`config.mk`:
```
export PLATFORM = sky130hd
export DESIGN_NAME = sample_mixer
export DESIGN_NICKNAME = d
export VERILOG_FILES = /design/src/rtl/sample_mixer.sv
export SDC_FILE = /design/constraint.sdc
export NUM_CORES = 1
export LEC_CHECK = 0
export CORE_MARGIN = 5
export CORE_UTILIZATION = 55
export CTS_BUF_LIST = sky130_fd_sc_hd__clkbuf_2
export DETAILED_ROUTE_END_ITERATION = 8
export PLACE_DENSITY = 0.85
export SLEW_MARGIN = 15
export SYNTH_ARGS = -nofsm -noshare
export SYNTH_HDL_FRONTEND = slang
export SYNTH_SLANG_ARGS = --single-unit
```
`constraint.sdc`:
```
create_clock -name clk -period 2.7 [get_ports clk]
set_input_delay 0.675 -clock clk [delete_from_list [all_inputs] [get_ports clk]]
set_output_delay 0.675 -clock clk [all_outputs]
set_load 0.05 [all_outputs]
```
`src/rtl/sample_mixer.sv`:
```
// sample_mixer
//   Once per PWM frame, reads NUM_VOICES 8-bit unsigned voice samples one at a
//   time and sums the enabled ones. It then normalises the sum to 8 bits and
//   presents the result on sample with a one-cycle done strobe.
//   Frame timing comes from an internal 1..PERIOD counter that runs while en=1.
//
// Build option
//   MIXER_SAT_EN  undefined: sample = sum >> clog2(NUM_VOICES)  (average)
//                 defined:   sample = min(sum, 255)             (saturating sum)
//
// Ports
//   clk           in   system clock, rising edge
//   rst           in   asynchronous, active-high reset
//   en            in   1 = period counter runs, 0 = counter frozen
//   voice_active  in   per-voice enable mask
//   voice_data    in   sample of the voice selected by voice_sel (same cycle)
//   voice_sel     out  index of the voice being read
//   sample        out  mixed sample, held between updates
//   done          out  1-cycle strobe, sample updated this cycle
module sample_mixer #(
    parameter int NUM_VOICES = 4,
    parameter int PERIOD     = 255
) (
    input  logic                          clk,
    input  logic                          rst,
    input  logic                          en,
    input  logic [NUM_VOICES-1:0]         voice_active,
    input  logic [7:0]                    voice_data,
    output logic [$clog2(NUM_VOICES)-1:0] voice_sel,
    output logic [7:0]                    sample,
    output logic                          done
);
    localparam int SW = $clog2(NUM_VOICES);
    localparam int AW = 8 + SW;            // holds NUM_VOICES*255 exactly
    localparam int CW = $clog2(PERIOD + 1);

    localparam logic [1:0] IDLE  = 2'd0;
    localparam logic [1:0] ACCUM = 2'd1;
    localparam logic [1:0] NORM  = 2'd2;
    localparam logic [1:0] DONE  = 2'd3;

    logic [CW-1:0] count;
    logic [1:0]    state;
    logic [AW-1:0] acc;
    logic [AW-1:0] addend;
    logic [7:0]    norm;
    logic          tick;

    // Period counter runs 1..PERIOD regardless of the mixing FSM.
    always_ff @(posedge clk or posedge rst) begin
        if (rst) begin
            count <= CW'(1);
        end else if (en) begin
            count <= (count == CW'(PERIOD)) ? CW'(1) : count + CW'(1);
        end
    end

    // A tick outside IDLE is simply ignored.
    assign tick = en && (count == CW'(PERIOD)) && (state == IDLE);

    assign addend = voice_active[voice_sel] ? AW'(voice_data) : '0;

    always_comb begin
        norm = '0;
`ifdef MIXER_SAT_EN
        norm = (acc > AW'(255)) ? 8'd255 : acc[7:0];
`else
        norm = acc[AW-1:SW];
`endif
    end

    // sample is loaded on the edge leaving NORM so it first appears, together
    // with done, in the DONE cycle.
    always_ff @(posedge clk or posedge rst) begin
        if (rst) begin
            state     <= IDLE;
            acc       <= '0;
            voice_sel <= '0;
            sample    <= '0;
            done      <= 1'b0;
        end else begin
            done <= 1'b0;
            case (state)
                IDLE: begin
                    if (tick) begin
                        state     <= ACCUM;
                        acc       <= '0;
                        voice_sel <= '0;
                    end
                end
                ACCUM: begin
                    acc <= acc + addend;
                    if (voice_sel == SW'(NUM_VOICES - 1)) begin
                        voice_sel <= '0;
                        state     <= NORM;
                    end else begin
                        voice_sel <= voice_sel + SW'(1);
                    end
                end
                NORM: begin
                    sample <= norm;
                    done   <= 1'b1;
                    state  <= DONE;
                end
                DONE: begin
                    state <= IDLE;
                end
                default: begin
                    state <= IDLE;
                end
            endcase
        end
    end
endmodule

```
==> results of run 1 <==
## critical path, cell delays in order (launching register included)
cell	delay (ns)
dfrtp_2	0.45
mux4_2	0.62
and2_4	0.21
ha_4	0.17
buf_6	0.12
o211ai_1	0.30
o211ai_1	0.16
a21o_1	0.21
a32o_1	0.26
## synth_stat cells, drive strengths merged, types with 2 or more instances
library cell  count
a211oi            4
a21o              4
a21oi             8
a22o              5
a32o              3
and2              8
dfrtp            30
ha               14
inv               9
mux2             10
nand2            12
nand2b            3
nand4             4
nor2              9
nor3              2
o211ai            3
o21ai             8
o22ai             2
o31ai             2
or3               2
xnor2             4
xor2              3
## kinds of logic (layout without fill, tap and decap cells)
| group | after synthesis | count (layout) | synth area share |
|---|---|---|---|
| AO/OA/AOI/OAI | 45 | 45 | 0.1903 |
| XOR/XNOR | 7 | 7 | 0.03415 |
| adder cells (fa/ha/maj) | 15 | 15 | 0.1087 |
| buffers and inverters | 11 | 55 | 0.02509 |
| flip-flops | 31 | 31 | 0.4328 |
| multiplexers | 12 | 12 | 0.08084 |
| AND/OR/NAND/NOR | 43 | 43 | 0.1282 |
## area by class of cell
class	instances	area [um2]
timing repair buffer	38	361.6
clock buffer	5	25.02
fill	225	724.4
multi-input combinational	122	1086
inverter	9	33.78
clock inverter	3	38.79
sequential	31	778.2
tap	44	55.05
## power by group
group | switching, mW | total (mW) | internal, mW
logic | 0.562 | 1.04 | 0.481
registers | 0.150 | 0.771 | 0.621
clock network | 0.167 | 0.319 | 0.152
## routing by layer
layer	GRT usage	vias to the layer above	wire, um
met4	0.1038	0	164
met3	0.05491	16	214
met2	0.3718	53	2355
li1	-	694	-
met5	0	-	0
met1	0.2386	736	1707
## path summary, 6_finish.rpt
| path | from | to | slack, ns | cells after the start |
|---|---|---|---|---|
| max | voice_sel[0] | acc[7] | 0.09 | 8 |
| min | count[6] | count[6] | 0.51 | 1 |
| max reg2reg | voice_sel[0] | acc[7] | 0.09 | 8 |
| min reg2reg | count[6] | count[6] | 0.51 | 1 |
| max in group asynchronous | rst | count[0] | 1.72 | 3 |
| min in group asynchronous | rst | acc[4] | 0.64 | 3 |
## registers in the layout, indices dropped and copies added (netlist names)
register	cells
sample	8
done	1
count	8
state	2
acc	10
voice_sel	2
## layout by cell type (no fill, tap or decap), types with 6 or more instances in the layout
cell type | netlist | layout
nor2_1 | 9 | 8
mux2_2 | 10 | 10
dfrtp_1 | 30 | 29
inv_1 | 9 | 7
o21ai_0 | 7 | 6
buf_4 | 1 | 12
ha_1 | 14 | 10
nand2_1 | 11 | 10
clkdlybuf4s50_1 | 0 | 21
## timing repair
item | 4_1_cts | 5_1_grt
endpoints found under the setup margin | 6 | 5
pin swaps | 8 | 7
gates resized for setup | 16 | 14
setup buffers | 3 | 0
==> results.ini, run 1 <==
[outcome]
status=complete, no violations

[floorplan]
die_w_um=67.14
die_h_um=67.14
start_util=0.5786
dieArea_um2=4507
ioPinCount=26
core-area_um2=3103
rows=20

[final_layout]
drive_above_1_share=0.3125
utilization=0.7665
antenna_cells=0
stdcell_area_um2=2379
stdcell_count=252
area_delta_synth_final_pct=32.47
nets=237

[synth]
synthArstFlopShare=1.000
avgSynthCellArea_um2=10.95
yosys.area.top_type_share=0.4181
synth_area_leader_cell=dfrtp_1
syn-num-nets=194
yosys.cell_types.count=42
synthTopCellsByArea=dfrtp_1, ha_1, mux2_2, a22o_2, and2_1
synth-seq-cells=31
postSynthCellCount=164
ys_seq_area_frac=0.4328
synthFlopType=dfrtp_1
synth_edf_count=0
yosys_warnings=0
syn-cell-area_um2=1795

[detailed_routing]
final_antenna_net_count=0
first_iter_violations=134
avgViaCountPerCell=5.948
routedWlPerCell_um=17.63
drt_wl_total_um=4442
via_count=1499
firstDrtPassIters=5
drc_errors=0

[placement]
dp.cells=241
dp_hpwl_um=2951
io_buffer_count=25
post-place-ws_ns=-0.5401
place_area_um2=2166
gp_congestion=0.9720

[timing]
fmax_ghz=0.3828
setup_ws_ns=0.08755
relSlewSlack=0.6355
finalHoldWorstSlack_ns=0.5098
tns_ns=0
min_period_over_period=0.9676
tightest_slew_ns=0.5397
fin_worst_skew_ns=0.02440
final.min_clock_period_ns=2.612
hold_viol=0
setup_viol=0
drv_slew=0

[clock_tree]
clock_sinks=31
cts_tree=built
clock_latency_ns=0.39
cts_made_buffers=5
cts-root-buf=clkbuf_2
ctsLongestPathBuffers=2
cts.clk_slew.worst_paths_ns=0.16
cts_hold_buf=0
h-tree-depth=2

[global_route]
grtUsageTotal=0.2124
grt_pass1_vias=1561
grt_max_degree=32
grt_antenna_before_repair=0
grt_overflow_total=0
grt_pass1_wl_um=7093

[worst_hold_path]
hp-class=register to register

[job]
max_cap_violations=0

[power]
power.density_nw_per_um2=896.8
peakVddDrop_uv=591.2
p_leak_nw=1.063
fin_total_pwr_mw=2.133

[worst_setup_path]
critPathMaxFanout=7
cp.arrival_ns=2.88
crit_type=register to register
worst_ep_required_time_ns=2.97
critPathCaptureType=register
critPathLaunchType=register

Power figures use the tool's default switching activity.
==> run 2: changes to the inputs <==
--- a/config.mk
+++ b/config.mk
@@ -6,10 +6,10 @@
 export NUM_CORES = 1
 export LEC_CHECK = 0
 export CORE_MARGIN = 5
-export CORE_UTILIZATION = 55
+export CORE_UTILIZATION = 25
 export CTS_BUF_LIST = sky130_fd_sc_hd__clkbuf_2
 export DETAILED_ROUTE_END_ITERATION = 8
-export PLACE_DENSITY = 0.85
+export PLACE_DENSITY = 0.47
 export SLEW_MARGIN = 15
 export SYNTH_ARGS = -nofsm -noshare
 export SYNTH_HDL_FRONTEND = slang
==> results.ini, run 2 (synthesis results as in run 1) <==
[floorplan]
die_w_um=94.75  ; +41%
core-area_um2=6907  ; +120%
rows=30  ; +50%
start_util=0.2600  ; -0.3187
die_h_um=94.75  ; +41%
dieArea_um2=8977  ; +99%
ioPinCount=26  ; unchanged

[final_layout]
final_common_cell=dfrtp_1
nFillCells=717  ; +220%
final_cell_mix=dfrtp_1, clkdlybuf4s50_1, buf_4
nets=240  ; +1.3%
multi_input_area_um2=1062  ; -2.2%
largest_register=acc
drive_above_1_share=0.2986  ; -0.01392
register_area_um2=778.2  ; unchanged
reg_top3=acc x10, count x8, sample x8
antenna_cells=0  ; unchanged
largest_reg_flops=10  ; unchanged
area_delta_synth_final_pct=35.19

[worst_setup_path]
r2r-start=voice_sel[0]
crit_chain=dlygate4sd2_1 > mux4_2 > and2_4 > ha_4 > inv_2 > fa_2 > nand2b_4 > a211oi_2 > or3_1 > a32o_1
reg2reg_to=acc[6]
crit_type=primary input to register
critPathMaxFanout=7  ; unchanged
crit_buf_inv=2  ; +1
critPathLaunchType=primary input
cp.arrival_ns=2.93  ; +0.05 ns
worst_ep_required_time_ns=2.97  ; about the same
reg2reg_depth=9  ; +1
worst_path_largest_cell_delay_ns=0.57  ; -0.05 ns
crit_family=simple AND/OR/NAND/NOR gates
worstSetupStartpoint=voice_active[3]
crit_path_top_delay_cell=mux4_2
critPathCaptureType=register
r2r_slack_ns=0.13  ; +0.04 ns

[timing]
final.min_clock_period_ns=2.661  ; +0.04810 ns
fin_worst_skew_ns=0.01387  ; -0.01053 ns
rsz0062_at_grt=no
min_period_over_period=0.9854  ; +0.01782
fmax_ghz=0.3759  ; -1.8%
relSlewSlack=0.6328  ; -0.002733
tightest_slew_ns=0.5508  ; +0.01109 ns
setup_ws_ns=0.03945  ; -0.04810 ns
drv_slew=0  ; unchanged
hold_viol=0  ; unchanged
tns_ns=0  ; unchanged
setup_viol=0  ; unchanged
finalHoldWorstSlack_ns=0.5007  ; -0.009156 ns

[clock_tree]
cts.clk_slew.worst_paths_ns=0.16  ; about the same
cts_made_buffers=5  ; unchanged
h-tree-depth=2  ; unchanged
cts-root-buf=clkbuf_2
ctsLongestPathBuffers=2  ; unchanged
clock_latency_ns=0.37  ; -0.02 ns
cts_tree=built
clock_sinks=31  ; unchanged

[detailed_routing]
drc_errors=0  ; unchanged
via_count=1393  ; -7.1%
dr_wl_met2_um=1864  ; -21%
top_layer=met4
final_antenna_net_count=0  ; unchanged
dr_wl_met3_um=174  ; -19%
drt_wl_total_um=4132  ; -7.0%
avgViaCountPerCell=4.537  ; -24%
firstDrtPassIters=4  ; -1
routedWlPerCell_um=13.46  ; -24%
met1Wirelength_um=2017  ; +18%
first_iter_violations=47  ; -65%

[global_route]
grt_overflow_total=0  ; unchanged
grtUsageTotal=0.1057  ; -0.1067
grt_pass1_wl_um=7369  ; +3.9%
grt_antenna_before_repair=0  ; unchanged
grt_pass1_vias=1543  ; -1.2%
grt_max_degree=32  ; unchanged

[placement]
gp_congestion=0.7536  ; -22%
io_buffer_count=25  ; unchanged
dp_hpwl_um=2938  ; -0.43%
post-place-ws_ns=-0.5531  ; -0.01304 ns

[power]
fin_total_pwr_mw=2.080  ; -2.5%
p_leak_nw=1.042  ; -1.9%
power.density_nw_per_um2=856.9  ; -4.4%
peakVddDrop_uv=489.0  ; -17%

[worst_hold_path]
worst_hold_path.endpoint=count[7]
hold_depth=1  ; unchanged
hp-class=register to register
worstHoldStart=count[7]

[job]
max_cap_violations=0  ; unchanged

[outcome]
status=complete, no violations

## run 2: cell types whose count changed in the layout (fill, tap and decap cells not counted), moves of 2 or more
cell,before,now
a21oi_2,3,1
buf_4,12,15
dlymetal6s2s_1,4,0
dlygate4sd2_1,0,4
a21oi_1,5,7
## run 2: repair_timing
item,CTS,global route
hold buffers,0,0
buffers inserted,3,0
pin swaps,8,0
gates resized for setup,19,2
hold endpoints to repair,0,0
setup endpoints to repair,6,1
## run 2: layout make-up
cell class | count | area share
clock buffers | 5 | 0.01031
clock inverters | 3 | 0.01598
inverters | 9 | 0.01392
multi-input cells | 122 | 0.4376
flip-flops and latches | 31 | 0.3206
well taps | 96 | 0.04948
repair buffers | 41 | 0.1521
## run 2: worst register-to-register path: cells and delay by family, from the launching register on
kind	cells	cell delay [ns]
simple gates	3	0.71
mux	1	0.61
flops	1	0.41
fa+ha+maj	2	0.36
compound gates	2	0.34
buf+inv	1	0.05
## run 2: power by group
part	leakage (nW)	total, mW	internal (mW)	switching [mW]
sequential	0.372	0.766	0.621	0.144
combinational	0.630	0.994	0.474	0.520
clock	0.0404	0.320	0.152	0.168
total	1.04	2.08	1.25	0.832
## run 2: routing by layer
metal  global-route usage  vias to the layer above
met5                    0                        -
li1                     -                      699
met4              0.04327                        0
met2               0.1591                       32
met3              0.02869                        7
met1               0.1426                      655
## run 2: stage by stage
stage | utilization | instance area [um2] | instances
6_report | 0.3514 | 2427 | 307
5_1_grt | 0.3514 | 2427 | 307
4_1_cts | 0.3507 | 2422 | 307
3_5_place_dp | 0.3263 | 2253 | 296
3_3_place_gp | 0.3263 | 2253 | 296
2_1_floorplan | - | 1797 | 164
## run 2: worst max path at each step
| stage | slack [ns] | cells past startpoint | endpoint |
|---|---|---|---|
| detailed placement | -0.55 | 10 | acc[7] |
| finish | 0.04 | 10 | acc[6] |
| floorplan | 0.06 | 9 | acc[6] |
| global route | 0.006 | 10 | acc[6] |
| CTS | 0.07 | 10 | acc[6] |
| global placement | -0.58 | 10 | acc[7] |
